--- src/rtl/chimera_clu_pwr_seq.sv ---
// ---------------------------------------------------------------------------
// chimera_clu_pwr_seq
//
// Purpose:
//    Power sequencer for the external compute clusters. One shared FSM walks
//    a single cluster at a time through its power-up sequence (clock on,
//    reset release, de-isolate) or its power-down sequence (isolate, drain
//    outstanding AXI traffic, reset assert, clock off). Pending requests are
//    arbitrated round-robin so that no cluster can starve the others.
//
// Ports:
//    soc_clk_i      - single clock, all state changes on its rising edge
//    rst_i          - synchronous active-high reset
//    req_valid_i    - per-cluster power-change request, held until granted
//    req_on_i       - per-cluster requested target (1 = up, 0 = down)
//    req_ready_o    - one-hot, one-cycle grant pulse (only while idle)
//    busy_i         - per-cluster "AXI transactions outstanding" flag
//    clu_clk_en_o   - per-cluster clock-gate enable
//    clu_rst_no     - per-cluster reset, active low
//    clu_isolate_o  - per-cluster AXI isolation enable
//    clu_active_o   - per-cluster "fully powered up" status
//    done_o         - one-cycle pulse when a sequence completes
//    error_o        - one-cycle pulse alongside done_o on a drain timeout
//    done_idx_o     - cluster index belonging to done_o/error_o
// ---------------------------------------------------------------------------
module chimera_clu_pwr_seq #(
   parameter int NumClusters     = 5,
   parameter int ClkSettleCycles = 4,
   parameter int RstHoldCycles   = 8,
   parameter int DrainTimeout    = 1024
) (
   input  logic                   soc_clk_i,
   input  logic                   rst_i,
   input  logic [NumClusters-1:0] req_valid_i,
   input  logic [NumClusters-1:0] req_on_i,
   output logic [NumClusters-1:0] req_ready_o,
   input  logic [NumClusters-1:0] busy_i,
   output logic [NumClusters-1:0] clu_clk_en_o,
   output logic [NumClusters-1:0] clu_rst_no,
   output logic [NumClusters-1:0] clu_isolate_o,
   output logic [NumClusters-1:0] clu_active_o,
   output logic                   done_o,
   output logic                   error_o,
   output logic [(NumClusters > 1 ? $clog2(NumClusters) : 1)-1:0] done_idx_o
);

   // Index width is kept at least one bit so a single-cluster build still
   // has legal vectors.
   localparam int IdxW = (NumClusters > 1) ? $clog2(NumClusters) : 1;

   // One counter times every wait, so it is sized for the longest of them.
   localparam int MaxWait0 = (ClkSettleCycles > RstHoldCycles) ? ClkSettleCycles : RstHoldCycles;
   localparam int MaxWait  = (DrainTimeout > MaxWait0) ? DrainTimeout : MaxWait0;
   localparam int CntW     = $clog2(MaxWait + 1);

   // The counter is loaded with N-1 on entry and the state exits in the cycle
   // it reads zero, which makes the state last exactly N cycles.
   localparam logic [CntW-1:0] SettleLoad = CntW'(ClkSettleCycles - 1);
   localparam logic [CntW-1:0] HoldLoad   = CntW'(RstHoldCycles - 1);
   localparam logic [CntW-1:0] DrainLoad  = CntW'(DrainTimeout - 1);

   localparam logic [IdxW-1:0] LastIdx = IdxW'(NumClusters - 1);

   typedef enum logic [2:0] {
      IDLE,
      CLK_ON,
      RST_REL,
      DRAIN,
      RST_ASSERT,
      CLK_OFF,
      FINISH
   } state_e;

   state_e                 state_q, state_d;
   logic [CntW-1:0]        cnt_q, cnt_d;
   logic [IdxW-1:0]        idx_q, idx_d;
   logic [IdxW-1:0]        rr_q, rr_d;
   logic                   err_q, err_d;
   logic [NumClusters-1:0] clk_en_q, clk_en_d;
   logic [NumClusters-1:0] rst_n_q, rst_n_d;
   logic [NumClusters-1:0] iso_q, iso_d;
   logic [NumClusters-1:0] active_q, active_d;
   logic                   done_q, done_d;
   logic                   error_q, error_d;
   logic [IdxW-1:0]        done_idx_q, done_idx_d;

   logic                   gnt_found;
   logic [IdxW-1:0]        gnt_idx;
   int                     cand;

   // Round-robin search: walk the clusters starting at rr_q and take the
   // first one with a pending request. The candidate index wraps manually so
   // non-power-of-two cluster counts work.
   always_comb begin
      gnt_found = 1'b0;
      gnt_idx   = '0;
      cand      = 0;
      for (int i = 0; i < NumClusters; i++) begin
         cand = int'(rr_q) + i;
         if (cand >= NumClusters) begin
            cand = cand - NumClusters;
         end
         if (!gnt_found && req_valid_i[cand]) begin
            gnt_found = 1'b1;
            gnt_idx   = IdxW'(cand);
         end
      end
   end

   // The grant pulse is combinational in the IDLE cycle itself; it is gated
   // with rst_i so nothing is granted while the block is held in reset.
   always_comb begin
      req_ready_o = '0;
      if (state_q == IDLE && gnt_found && !rst_i) begin
         req_ready_o = NumClusters'(1) << gnt_idx;
      end
   end

   // Next-state and per-cluster output logic. Only the bit of the cluster
   // being sequenced is ever touched, so every other cluster holds its
   // outputs. The up/down decision is taken in IDLE from the granted
   // req_on_i bit and is carried by the state path afterwards, so later
   // changes of req_on_i have no effect.
   always_comb begin
      state_d    = state_q;
      cnt_d      = cnt_q;
      idx_d      = idx_q;
      rr_d       = rr_q;
      err_d      = err_q;
      clk_en_d   = clk_en_q;
      rst_n_d    = rst_n_q;
      iso_d      = iso_q;
      active_d   = active_q;
      done_d     = 1'b0;
      error_d    = 1'b0;
      done_idx_d = '0;

      unique case (state_q)
         IDLE: begin
            if (gnt_found) begin
               idx_d = gnt_idx;
               rr_d  = (gnt_idx == LastIdx) ? '0 : gnt_idx + 1'b1;
               err_d = 1'b0;
               // Requesting the state the cluster is already in is a no-op
               // that still reports completion.
               if (req_on_i[gnt_idx] == active_q[gnt_idx]) begin
                  state_d = FINISH;
               end else if (req_on_i[gnt_idx]) begin
                  state_d           = CLK_ON;
                  clk_en_d[gnt_idx] = 1'b1;
                  cnt_d             = SettleLoad;
               end else begin
                  state_d        = DRAIN;
                  iso_d[gnt_idx] = 1'b1;
                  cnt_d          = DrainLoad;
               end
            end
         end

         CLK_ON: begin
            if (cnt_q == '0) begin
               state_d        = RST_REL;
               rst_n_d[idx_q] = 1'b1;
               cnt_d          = HoldLoad;
            end else begin
               cnt_d = cnt_q - 1'b1;
            end
         end

         RST_REL: begin
            if (cnt_q == '0) begin
               state_d         = FINISH;
               iso_d[idx_q]    = 1'b0;
               active_d[idx_q] = 1'b1;
            end else begin
               cnt_d = cnt_q - 1'b1;
            end
         end

         // Busy is checked before the timeout so a cluster that goes quiet
         // in the very last allowed cycle still powers down normally. On a
         // timeout the cluster stays up, so its isolation is lifted again.
         DRAIN: begin
            if (!busy_i[idx_q]) begin
               state_d        = RST_ASSERT;
               rst_n_d[idx_q] = 1'b0;
               cnt_d          = HoldLoad;
            end else if (cnt_q == '0) begin
               state_d      = FINISH;
               iso_d[idx_q] = 1'b0;
               err_d        = 1'b1;
            end else begin
               cnt_d = cnt_q - 1'b1;
            end
         end

         RST_ASSERT: begin
            if (cnt_q == '0) begin
               state_d         = CLK_OFF;
               clk_en_d[idx_q] = 1'b0;
               active_d[idx_q] = 1'b0;
            end else begin
               cnt_d = cnt_q - 1'b1;
            end
         end

         CLK_OFF: begin
            state_d = FINISH;
         end

         // Completion is registered, so done_o/error_o/done_idx_o appear in
         // the cycle after FINISH, which is already back in IDLE.
         FINISH: begin
            state_d    = IDLE;
            done_d     = 1'b1;
            error_d    = err_q;
            done_idx_d = idx_q;
         end

         default: begin
            state_d = IDLE;
         end
      endcase
   end

   // State and output registers. Reset puts every cluster into the safe
   // "off" configuration: clock gated, in reset, isolated, not active. A
   // sequence interrupted by reset is simply dropped without a done pulse.
   always_ff @(posedge soc_clk_i) begin
      if (rst_i) begin
         state_q    <= IDLE;
         cnt_q      <= '0;
         idx_q      <= '0;
         rr_q       <= '0;
         err_q      <= 1'b0;
         clk_en_q   <= '0;
         rst_n_q    <= '0;
         iso_q      <= '1;
         active_q   <= '0;
         done_q     <= 1'b0;
         error_q    <= 1'b0;
         done_idx_q <= '0;
      end else begin
         state_q    <= state_d;
         cnt_q      <= cnt_d;
         idx_q      <= idx_d;
         rr_q       <= rr_d;
         err_q      <= err_d;
         clk_en_q   <= clk_en_d;
         rst_n_q    <= rst_n_d;
         iso_q      <= iso_d;
         active_q   <= active_d;
         done_q     <= done_d;
         error_q    <= error_d;
         done_idx_q <= done_idx_d;
      end
   end

   assign clu_clk_en_o  = clk_en_q;
   assign clu_rst_no    = rst_n_q;
   assign clu_isolate_o = iso_q;
   assign clu_active_o  = active_q;
   assign done_o        = done_q;
   assign error_o       = error_q;
   assign done_idx_o    = done_idx_q;

endmodule

--- config.mk ---
export PLATFORM = sky130hd
export DESIGN_NAME = chimera_clu_pwr_seq
export DESIGN_NICKNAME = d
export VERILOG_FILES = /design/src/rtl/chimera_clu_pwr_seq.sv
export SDC_FILE = /design/constraint.sdc
export NUM_CORES = 1
export LEC_CHECK = 0
export CAP_MARGIN = 20
export CORE_UTILIZATION = 30
export DETAILED_ROUTE_END_ITERATION = 8
export GPL_TIMING_DRIVEN = 1
export PLACE_DENSITY = 0.58
export SLEW_MARGIN = 20
export SYNTH_ARGS = -nofsm -noshare
export SYNTH_HDL_FRONTEND = slang
export SYNTH_SLANG_ARGS = --single-unit
--- constraint.sdc ---
create_clock -name soc_clk_i -period 15.2 [get_ports soc_clk_i]
set_clock_uncertainty 0.05 [all_clocks]
set_input_delay 4.56 -clock soc_clk_i [delete_from_list [all_inputs] [get_ports soc_clk_i]]
set_output_delay 4.56 -clock soc_clk_i [all_outputs]
set_load 0.05 [all_outputs]
==> results.py, run 1 <==
metrics = {
    "sta": {
        "rsz0062_at_grt": "no",
        "maxSlewHeadroom": 0.336,
        "tns_ns": 0,
        "fin_crit_ns": 13.25,
        "finalSetupViolations": 0,
        "finalCritPeriodShare": 0.872,
        "slew_viol_final": 0,
        "timing.fmax_mhz": 75.5,
        "hold_viol_final": 0,
        "worst_pin_slew_ns": 0.988,
    },
    "logic_synthesis": {
        "yosys.area.top_type": "dfxtp_1",
        "yosys_warnings": 0,
        "synth_edf_count": 0,
        "yosysUniqueCellTypes": 79,
        "syn_area_mm2": 0.00400,
        "syn-num-nets": 563,
        "avgSynthCellArea_um2": 7.63,
        "synth-seq-cells": 46,
        "ys_seq_area_frac": 0.230,
        "synth_top_area_share": 0.230,
        "async_reset_ff_frac": 0,
        "synth_ff_type": "dfxtp_1",
        "synth_cells": 524,
        "synthTopCellsByArea": "dfxtp_1 23%, ha_1 6.9%, nor2_1 5.5%, a21oi_1 4.9%, o21ai_0 4.0%",
    },
    "placed_design": {
        "place_congestion": 0.929,
        "io_buffers": 46,
        "dpl.hpwl_mm": 8.56,
    },
    "global_route": {
        "grt_usage": 0.166,
        "grt_util_met1": 0.229,
        "grt_use_met2": 0.261,
        "grt_pass1_vias": 3759,
        "grt_max_degree": 49,
        "grt_pass1_wl_mm": 19.2,
        "grt-ovfl-total": 0,
        "antenna_found_initial": 0,
        "busiest_layer": "met2",
        "use_met3": 0.0268,
    },
    "detailed_routing": {
        "vias": 4074,
        "wl_mm": 11.6,
        "routedWlPerCell_um": 16.0,
        "first_pass_iters": 5,
        "drt_iter0_drc": 340,
        "drc": 0,
        "viasPerCell": 5.63,
        "final_antenna_net_count": 0,
    },
    "clock_network": {
        "clkTransAtPathRegs_ns": 0.06,
        "cts_tree": "built",
        "htree_levels": 2,
        "holdBufCountCts": 0,
        "clock_tree.buffer_depth": 2,
        "cts_buffers": 5,
        "insertion_delay_ns": 0.28,
        "cts_sinks": 46,
        "postCtsSetupRepairBufs": 0,
        "cts_root_buf": "clkbuf_16",
        "cts-resized-gates": 0,
    },
    "layout": {
        "diodes": 0,
        "drive_gt1_frac": 0.0743,
        "multiInputGateArea_mm2": 0.00284,
        "nNetsFinal": 590,
        "seqCellArea_um2": 921,
        "syn_to_final_growth_pct": 18.0,
        "nFillCells": 1329,
    },
    "floorplanning": {
        "coreArea_mm2": 0.0128,
        "start_util": 0.312,
        "die_w_um": 117,
        "die_area_mm2": 0.0138,
        "die_h_um": 117,
        "fp-row-count": 41,
        "io_pins": 47,
    },
    "critical_path": {
        "max_stage_delay_ns": 0.83,
        "crit_type": "input pin to output port",
        "crit_path_max_fanout": 14,
        "reg2regPathDepth": 17,
        "slowest_stage": "clkdlybuf4s50_1",
        "worst_ep_arrival_time_ns": 8.64,
        "reg2reg_slack_ns": 8.51,
        "r2r-start": "rr_q[1]",
        "critPathRequiredTime_ns": 10.59,
        "crit_chain": "clkdlybuf4s50_1 > mux4_2 > o221ai_1 > o31ai_2 > a211o_1 > and4bb_2 > nor3b_2 > or2_1 > inv_2 > ha_1 > ha_1 > nor3b_1 > clkdlybuf4s50_1",
        "start_kind": "input pin",
        "worstSetupEndpointType": "output port",
        "reg2reg_to": "cnt_q[0]",
    },
    "hold_path": {
        "timing.hold.worst_path_depth": 1,
        "hp-start": "err_q",
        "hp-class": "flip-flop to flip-flop",
        "min_to": "error_o",
    },
    "run": {
        "drv_cap": 0,
    },
    "outcome": {
        "status": "complete, no violations",
    },
}
critical path, delay by kind of cell:
family	cells	cell delay, ns
buf+inv	3	1.64
simple gates	4	1.03
mux	1	0.55
compound gates	3	0.54
fa+ha+maj	2	0.31
area by class of cell:
cell class                 count  area share
clock buffer                   6      0.0273
clock inverter                 2     0.00796
inverter                      24      0.0191
multi-input combinational    424       0.602
sequential                    46       0.195
tap                          172      0.0456
timing repair buffer          50       0.103
stage by stage:
step	hold WS (ns)	util	setup slack, ns	instances	instance area (µm²)
6_report	0.412	0.368	1.95	724	4720
2_1_floorplan	0.380	-	2.62	524	4000
4_1_cts	0.415	0.368	1.99	724	4720
3_3_place_gp	0.405	0.355	2.11	716	4550
3_5_place_dp	0.399	0.355	2.01	716	4550
5_1_grt	0.441	0.368	1.78	724	4720
Yosys cell counts, types with 8 or more instances:
| master | number |
|---|---|
| o21ai_0 | 32 |
| mux2i_1 | 12 |
| a22oi_1 | 9 |
| a211oi_2 | 8 |
| ha_1 | 22 |
| a21oi_1 | 39 |
| nand2_1 | 41 |
| nor2_1 | 59 |
| inv_1 | 22 |
| dfxtp_1 | 46 |
| and2_1 | 12 |
| nor3_1 | 25 |
| nand2b_1 | 10 |
| nand3_1 | 19 |
| clkbuf_1 | 17 |
| nor2b_1 | 11 |
cells in the final DEF (no fill, tap or decap), types with 5 or more instances in the layout:
cell type        netlist  routed
nand2b_1              10      10
dfxtp_1               46      46
nor3_1                25      25
o211ai_1               5       5
and3_1                 6       6
nor2b_1               11      11
mux2i_1               12      12
clkbuf_16              0       5
a31oi_1                6       6
and2_1                12      12
nor3b_1                5       5
nand2_1               41      41
ha_1                  22      22
a211oi_2               8       8
nor2_1                59      59
clkdlybuf4s50_1        0      45
o21ai_0               32      32
nor4_1                 6       6
a21oi_1               39      39
a22oi_1                9       9
o31ai_1                6       6
a211oi_1               6       6
inv_1                 22      22
nand3_1               19      19
cell families (layout without fill, tap and decap cells):
kind of cell	count (synthesis)	count (layout)	synth area share
simple gates	209	209	0.260
xor+xnor	5	5	0.0110
compound gates	170	170	0.315
fa+ha+maj	22	22	0.0689
mux	18	18	0.0554
buf+inv	54	82	0.0592
flops	46	46	0.230
layer usage:
layer  routed length, µm  vias up
li1                    -     1994
met1                5450     1939
met2                5290      117
met3                 603       24
met4                 277        0
met5                   0        -
how the worst max path moves through the flow:
stage / start / to / slack, ns / depth (start not counted)
6_report: req_valid_i[3] / req_ready_o[3] / 1.95 / 13
5_1_grt: req_valid_i[3] / req_ready_o[4] / 1.78 / 12
4_1_cts: req_valid_i[3] / req_ready_o[3] / 1.99 / 13
3_5_place_dp: req_valid_i[3] / req_ready_o[3] / 2.01 / 13
3_3_place_gp: req_valid_i[3] / req_ready_o[3] / 2.11 / 13
2_1_floorplan: req_valid_i[2] / req_ready_o[3] / 2.62 / 13
Power of run 1 is left out: the tool's default activity adds up to more than one toggle a clock period on the data nets, which glitch-free logic cannot reach.
==> inputs of run 2 (changes only) <==
Settings changed: SKIP_LAST_GASP from default to 1.
==> results of run 2 <==
No change in the layout: final DEF, timing and power equal those of run 1.
Power of run 2 is left out for the same reason.
